--- config.mk ---
export PLATFORM = sky130hd
export DESIGN_NAME = mrd_rdx_stage_sched
export DESIGN_NICKNAME = d
export VERILOG_FILES = /design/src/rtl/mrd_pkg.sv /design/src/rtl/mrd_outst_cnt.sv /design/src/rtl/mrd_rdx_stage_sched.sv
export SDC_FILE = /design/constraint.sdc
export NUM_CORES = 1
export LEC_CHECK = 0
export CORE_MARGIN = 4
export CORE_UTILIZATION = 50
export DETAILED_ROUTE_END_ITERATION = 7
export PLACE_DENSITY = 0.79
export SLEW_MARGIN = 30
export SYNTH_ARGS = -nofsm -noshare
export SYNTH_HDL_FRONTEND = slang
export SYNTH_SLANG_ARGS = --single-unit
--- constraint.sdc ---
create_clock -name clk -period 14 [get_ports clk]
set_input_delay 3.5 -clock clk [delete_from_list [all_inputs] [get_ports clk]]
set_output_delay 3.5 -clock clk [all_outputs]
set_load 0.02 [all_outputs]
--- src/rtl/mrd_pkg.sv ---
// Shared types for the mixed-radix DFT stage sequencer: radix codes,
// per-stage configuration record and sequencer state encoding.
package mrd_pkg;
  localparam int MAX_STAGES = 6;
  localparam int GRP_W      = 10;
  localparam int TW_W       = 8;

  localparam logic [2:0] RDX2 = 3'd2;
  localparam logic [2:0] RDX3 = 3'd3;
  localparam logic [2:0] RDX4 = 3'd4;
  localparam logic [2:0] RDX5 = 3'd5;

  typedef struct packed {
    logic [2:0]       factor;
    logic [GRP_W-1:0] groups;
    logic [TW_W-1:0]  tw_step;
    logic [TW_W-1:0]  tw_ceil;
    logic [TW_W-1:0]  tw_time;
  } stage_cfg_t;

  typedef enum logic [2:0] {S_IDLE, S_LOAD, S_ISSUE, S_DRAIN, S_NEXT, S_FIN} state_t;

  function automatic logic factor_ok(input logic [2:0] f);
    return (f == RDX2) || (f == RDX3) || (f == RDX4) || (f == RDX5);
  endfunction
endpackage

--- src/rtl/mrd_outst_cnt.sv ---
// In-flight group counter: +1 per issue, -1 per write-back, saturating at 0
// with an underflow flag for write-backs that have nothing to retire.
module mrd_outst_cnt #(
  parameter int MAX_OUTST = 16
) (
  input  logic clk,
  input  logic rst_n,
  input  logic inc,
  input  logic dec,
  output logic full,
  output logic zero,
  output logic underflow
);
  localparam int CNT_W = $clog2(MAX_OUTST + 1);

  logic [CNT_W-1:0] cnt;

  always_ff @(posedge clk) begin
    if (!rst_n)                     cnt <= '0;
    else if (inc && !dec && !full)  cnt <= cnt + 1'b1;
    else if (dec && !inc && !zero)  cnt <= cnt - 1'b1;
  end

  assign full      = (cnt == CNT_W'(MAX_OUTST));
  assign zero      = (cnt == '0);
  assign underflow = dec && !inc && zero;
endmodule

--- src/rtl/mrd_rdx_stage_sched.sv ---
// Stage sequencer for the mixed-radix DFT engine: walks every stage, issues one
// read per butterfly group and drains write-backs before the radix changes.
module mrd_rdx_stage_sched #(
  parameter int MAX_STAGES = mrd_pkg::MAX_STAGES,
  parameter int wGRP       = mrd_pkg::GRP_W,
  parameter int wTW        = mrd_pkg::TW_W,
  parameter int MAX_OUTST  = 16
) (
  input  logic                            clk,
  input  logic                            rst_n,
  input  logic                            start,
  input  logic [2:0]                      cfg_num_stages,
  input  logic [MAX_STAGES-1:0][2:0]      cfg_factor,
  input  logic [MAX_STAGES-1:0][wGRP-1:0] cfg_groups,
  input  logic [MAX_STAGES-1:0][wTW-1:0]  cfg_tw_step,
  input  logic [MAX_STAGES-1:0][wTW-1:0]  cfg_tw_ceil,
  input  logic [MAX_STAGES-1:0][wTW-1:0]  cfg_tw_time,
  output logic                            rd_req,
  input  logic                            rd_ready,
  output logic [wGRP-1:0]                 rd_grp,
  output logic [2:0]                      stage,
  output logic [2:0]                      factor,
  output logic [wTW-1:0]                  tw_step,
  output logic [wTW-1:0]                  tw_ceil,
  output logic [wTW-1:0]                  tw_time,
  input  logic                            wb_valid,
  output logic                            busy,
  output logic                            done,
  output logic                            err
);
  import mrd_pkg::*;

  state_t          state_q, state_d;
  stage_cfg_t      cfg_q [MAX_STAGES];
  stage_cfg_t      cur_q;
  logic [2:0]      nstg_q, stage_q;
  logic [wGRP-1:0] grp_q;
  logic            err_q, cfg_ok, xfer, last_grp, last_stg;
  logic            full, zero, uflow;

  mrd_outst_cnt #(.MAX_OUTST(MAX_OUTST)) u_outst (
    .clk(clk), .rst_n(rst_n), .inc(xfer), .dec(wb_valid),
    .full(full), .zero(zero), .underflow(uflow)
  );

  // Only the stages actually used must carry a legal radix and group count.
  always_comb begin
    cfg_ok = (cfg_num_stages != 3'd0) && (int'(cfg_num_stages) <= MAX_STAGES);
    for (int i = 0; i < MAX_STAGES; i++)
      if (i < int'(cfg_num_stages) && (!factor_ok(cfg_factor[i]) || cfg_groups[i] == '0))
        cfg_ok = 1'b0;
  end

  assign xfer     = rd_req && rd_ready;
  assign last_grp = (grp_q == cur_q.groups - 1'b1);
  assign last_stg = (stage_q == nstg_q - 3'd1);

  always_comb begin
    state_d = state_q;
    rd_req  = 1'b0;
    busy    = 1'b0;
    done    = 1'b0;
    unique case (state_q)
      S_IDLE:  if (start) state_d = cfg_ok ? S_LOAD : S_FIN;
      S_LOAD:  begin busy = 1'b1; state_d = S_ISSUE; end
      S_ISSUE: begin
        busy   = 1'b1;
        rd_req = !full;
        if (xfer && last_grp) state_d = S_DRAIN;
      end
      S_DRAIN: begin busy = 1'b1; if (zero) state_d = S_NEXT; end
      S_NEXT:  begin busy = 1'b1; state_d = last_stg ? S_FIN : S_ISSUE; end
      S_FIN:   begin done = 1'b1; state_d = S_IDLE; end
      default: state_d = S_IDLE;
    endcase
  end

  // Config snapshot; only the start cycle in IDLE may overwrite it.
  always_ff @(posedge clk) begin
    if (state_q == S_IDLE && start)
      for (int i = 0; i < MAX_STAGES; i++)
        cfg_q[i] <= '{factor: cfg_factor[i], groups: cfg_groups[i], tw_step: cfg_tw_step[i],
                      tw_ceil: cfg_tw_ceil[i], tw_time: cfg_tw_time[i]};
  end

  always_ff @(posedge clk) begin
    if (!rst_n) begin
      state_q <= S_IDLE;
      cur_q   <= '0;
      nstg_q  <= '0;
      stage_q <= '0;
      grp_q   <= '0;
      err_q   <= 1'b0;
    end else begin
      state_q <= state_d;
      if (state_q == S_IDLE && start) begin
        nstg_q <= cfg_num_stages;
        if (!cfg_ok) err_q <= 1'b1;
      end
      if (uflow || (state_q == S_IDLE && wb_valid)) err_q <= 1'b1;
      if (state_q == S_LOAD) begin
        stage_q <= '0;
        cur_q   <= cfg_q[0];
        grp_q   <= '0;
      end
      // Radix only advances here, after DRAIN has seen the pipeline empty.
      if (state_q == S_NEXT && !last_stg) begin
        stage_q <= stage_q + 3'd1;
        cur_q   <= cfg_q[stage_q + 3'd1];
        grp_q   <= '0;
      end
      if (xfer && !last_grp) grp_q <= grp_q + 1'b1;
    end
  end

  assign rd_grp  = grp_q;
  assign stage   = stage_q;
  assign factor  = cur_q.factor;
  assign tw_step = cur_q.tw_step;
  assign tw_ceil = cur_q.tw_ceil;
  assign tw_time = cur_q.tw_time;
  assign err     = err_q;
endmodule

==> qor_table.md <==
| Parameter | Value |
| --- | --- |
| Result of the run | completed |
| Area share of the largest cell type after synthesis | 0.541 |
| Overall track demand over capacity in global routing | 0.217 |
| Largest net degree at the start of global routing | 89 |
| Final setup violation count | 0 |
| Maximum cell stage delay along the critical path | 530 ps |
| Cell type of the slowest stage on the worst timing path | sky130_fd_sc_hd__clkdlybuf4s50_1 |
| Reg2reg start | u_outst.cnt[0]$_SDFFE_PN0P_ |
| Commonest cells after routing, fill and taps aside | sky130_fd_sc_hd__clkdlybuf4s50_1, sky130_fd_sc_hd__edfxtp_1, sky130_fd_sc_hd__mux2i_1, sky130_fd_sc_hd__a211oi_1, sky130_fd_sc_hd__nor2_1 |
| Port Buffers | 273 |
| Synthesized netlist net count | 1066 |
| Clock H-tree levels | 1 |
| Cell mode on critical path | sky130_fd_sc_hd__a21oi_1 |
| Core area | 24200 sq um |
| Most frequent standard cell in the layout excluding fill and tap cells | sky130_fd_sc_hd__clkdlybuf4s50_1 |
| Number of synthesis warnings | 0 |
| Final WS setup | 8210 ps |
| Final count of hold timing violations | 0 |
| Max Buffers Root-to-Sink | 3 |
| Post-synthesis cell type with the largest combined area | sky130_fd_sc_hd__edfxtp_1 |
| Worst Path Arrival | 6250 ps |
| First-pass GRT wire length | 44.9 mm |
| Leakage Power | 5.23 nW |
| Cell at the root of the clock tree | sky130_fd_sc_hd__clkbuf_16 |
| Placement row count | 57 |
| Proportion of register bits with asynchronous set or reset after synthesis | 0 |
| Final period utilization | 0.414 |
| Setup slack on the worst flop-to-flop path | 10750 ps |
| Min-Delay Startpoint | err$_SDFFE_PN0P_ |
| Total via count in the routed design | 7826 |
| First-pass iteration count of the detailed router | 6 |
| Multi-input gate area | 3970 sq um |
| Initial core utilization | 0.508 |
| Crit Path Class | input port to register |
| Die Y-Extent | 165 um |
| Dpl hpwl | 20.6 mm |
| Nature of the critical path endpoint | register |
| Class of the tightest hold or removal check | register to register |
| Post-synthesis cell count | 828 |
| Number of fill cells | 1729 |
| Maximum capacitance violations | 0 |
| Post-Place Cell Area | 15100 sq um |
| Latest clock arrival within the worst-skew pair | 550 ps |
| Number of vias per cell | 5.55 |
| Slew at the pin with the worst max-slew slack | 885 ps |
| Design area | 16200 sq um |
| Highest net fanout along the worst path | 25 |
| Worst Setup Slack post-DPL | 7680 ps |
| Number of buffers created by CTS | 29 |
| Final Slew Violations | 0 |
| Die Outline Area | 27200 sq um |
| Wire per inst | 21.4 um |
| Final worst clock skew | 24.0 ps |
| Cells after DPL | 1351 |
| Post-CTS setup buffers | 0 |
| Max VDD drop | 0.144 mV |
| Dominant cells by area after synthesis | sky130_fd_sc_hd__edfxtp_1, sky130_fd_sc_hd__dfxtp_1, sky130_fd_sc_hd__mux4_2, sky130_fd_sc_hd__mux2i_1, sky130_fd_sc_hd__a211oi_1 |
| Global-route congestion overflow total | 0 |
| Yosys reg bits | 284 |
| Fmax | 173 MHz |
| Capture endpoint of the worst hold path | err$_SDFFE_PN0P_ |
| Synthesized area divided by synthesized cell count | 14.9 sq um |
| Syn-to-layout area delta | 31.2% |
| Share of final-layout standard cells stronger than drive strength 1 | 0.120 |
| Cell Count, Final, Fillers Out | 1411 |
| Seq. cell area | 7910 sq um |
| Number of enable-type register cells in the synthesized netlist | 222 |
| Most used flip-flop cell after synthesis | sky130_fd_sc_hd__edfxtp_1 |
| TritonCTS clock tree | built |
| Number of distinct library cells after synthesis | 65 |
| GPL Wtd Cong | 0.781 |
| Terminus of the critical flop-to-flop path | u_outst.cnt[4]$_SDFFE_PN0P_ |
| CP cell instances | clkdlybuf4s50_1 > o2111ai_4 > or2_2 > fa_1 > a21o_1 > a21oi_1 > or3_1 > a21oi_1 > a311oi_1 |
| Startpoint Class | input port |
| Initial antenna violation count | 4 |
| Worst Hold Path Cells | 2 |
| Fin Setup TNS | 0 ps |
| Top-level port count | 274 |
| Number of design-rule violations left by the first detailed-router iteration | 622 |
| Hold-fix buffers, CTS | 0 |
| Worst reg-to-reg path cell count | 9 |
| Sequential element share of the synthesized area | 0.642 |
| Wire length after detailed routing | 30.2 mm |
| Die Span X | 165 um |
| Final routed DRC violation total | 0 |
| Clock input transition at the sequential cells of the worst setup and hold paths | 60 ps |
| Time the final worst path needs with I/O delays and setup | 5790 ps |
| Setup repair after global routing missed its margin | false |
| Syn Std Cell Area | 12300 sq um |
| Cts repair resizes | 0 |
| PwrDens | 184 nW/um^2 |
| Relative slew slack | 0.410 |
| Crit path required time | 14460 ps |
| CTS sink cnt | 284 |
| # nets final | 1297 |
| Vias in the first global route | 8083 |
| Post-route ant nets | 0 |
[stage by stage]
stage / power [mW] / hold WS (ps) / util
finish: 2.97 / 514 / 0.667
global route: 3.11 / 569 / 0.666
CTS: 2.99 / 520 / 0.665
detailed placement: 2.18 / 510 / 0.624
global placement: 2.14 / 486 / 0.622
floorplan: 1.97 / 490 / -
[registers in the layout, indices dropped and copies added (netlist names)]
| name | flops |
|---|---|
| stage | 3 |
| factor | 3 |
| nstg_q | 3 |
| tw_time | 8 |
| cfg_q | 222 |
| rd_grp | 10 |
| cur_q | 10 |
| u_outst.cnt | 5 |
| state_q | 3 |
| tw_step | 8 |
| tw_ceil | 8 |
| err | 1 |
[kinds of logic after synthesis]
logic type	count (synthesis)	share of synthesized area
DFF	284	0.642
and+or+nand+nor	154	0.0615
AOI/OAI and AO/OA	149	0.0966
muxes	113	0.129
buffers and inverters	92	0.0408
xor gates and xnor gates	28	0.0210
adders and majority gates	8	0.00873
[where the power goes]
part | leakage [nW] | switching [mW] | internal [mW] | total (mW)
sequential | 2.60 | 0.115 | 1.18 | 1.29
clock | 0.499 | 0.316 | 0.490 | 0.807
combinational | 2.14 | 0.466 | 0.405 | 0.870
[final cells by class]
type,instances,area share
repair buffers,281,0.174
diodes,5,0.000774
clock inverters,12,0.00999
clock buffers,42,0.0523
flip-flops and latches,284,0.490
well taps,324,0.0251
multi-input cells,452,0.246
inverters,11,0.00255
[worst max-delay path, delay by kind of cell]
| kind | cells | cell delay, ps |
|---|---|---|
| AO/OA/AOI/OAI | 5 | 1110 |
| AND/OR/NAND/NOR | 2 | 690 |
| buffers and inverters | 1 | 530 |
| adder cells (fa/ha/maj) | 1 | 430 |
[routing by layer]
layer | share of wire | up-vias | track usage | wire [um]
met4 | 0.029 | 0 | 0.0688 | 878
met5 | 0 | - | 0 | 0
li1 | - | 3694 | - | -
met1 | 0.38 | 3828 | 0.261 | 11500
met3 | 0.067 | 55 | 0.0549 | 2020
met2 | 0.52 | 249 | 0.383 | 15700
[Yosys cell counts, types with 12 or more instances]
master	count
sky130_fd_sc_hd__dfxtp_1	62
sky130_fd_sc_hd__nor2_1	64
sky130_fd_sc_hd__nand3_1	12
sky130_fd_sc_hd__xnor2_1	15
sky130_fd_sc_hd__mux2i_1	76
sky130_fd_sc_hd__a21oi_1	12
sky130_fd_sc_hd__buf_2	13
sky130_fd_sc_hd__nand2_1	17
sky130_fd_sc_hd__a211oi_1	75
sky130_fd_sc_hd__nor4_1	12
sky130_fd_sc_hd__buf_4	27
sky130_fd_sc_hd__clkbuf_1	33
sky130_fd_sc_hd__xor2_1	12
sky130_fd_sc_hd__edfxtp_1	222
sky130_fd_sc_hd__mux4_2	37
[worst max path at each step]
stage,end,slack [ps],start,depth (start not counted)
2_1_floorplan,err$_SDFFE_PN0P_,2360,start,4
3_3_place_gp,u_outst.cnt[4]$_SDFFE_PN0P_,7480,rd_ready,9
3_5_place_dp,u_outst.cnt[4]$_SDFFE_PN0P_,7680,rd_ready,9
4_1_cts,u_outst.cnt[4]$_SDFFE_PN0P_,8240,rd_ready,9
5_1_grt,u_outst.cnt[4]$_SDFFE_PN0P_,8060,rd_ready,9
6_report,u_outst.cnt[4]$_SDFFE_PN0P_,8210,rd_ready,9
Note: power is estimated with default switching activity, not from simulation.
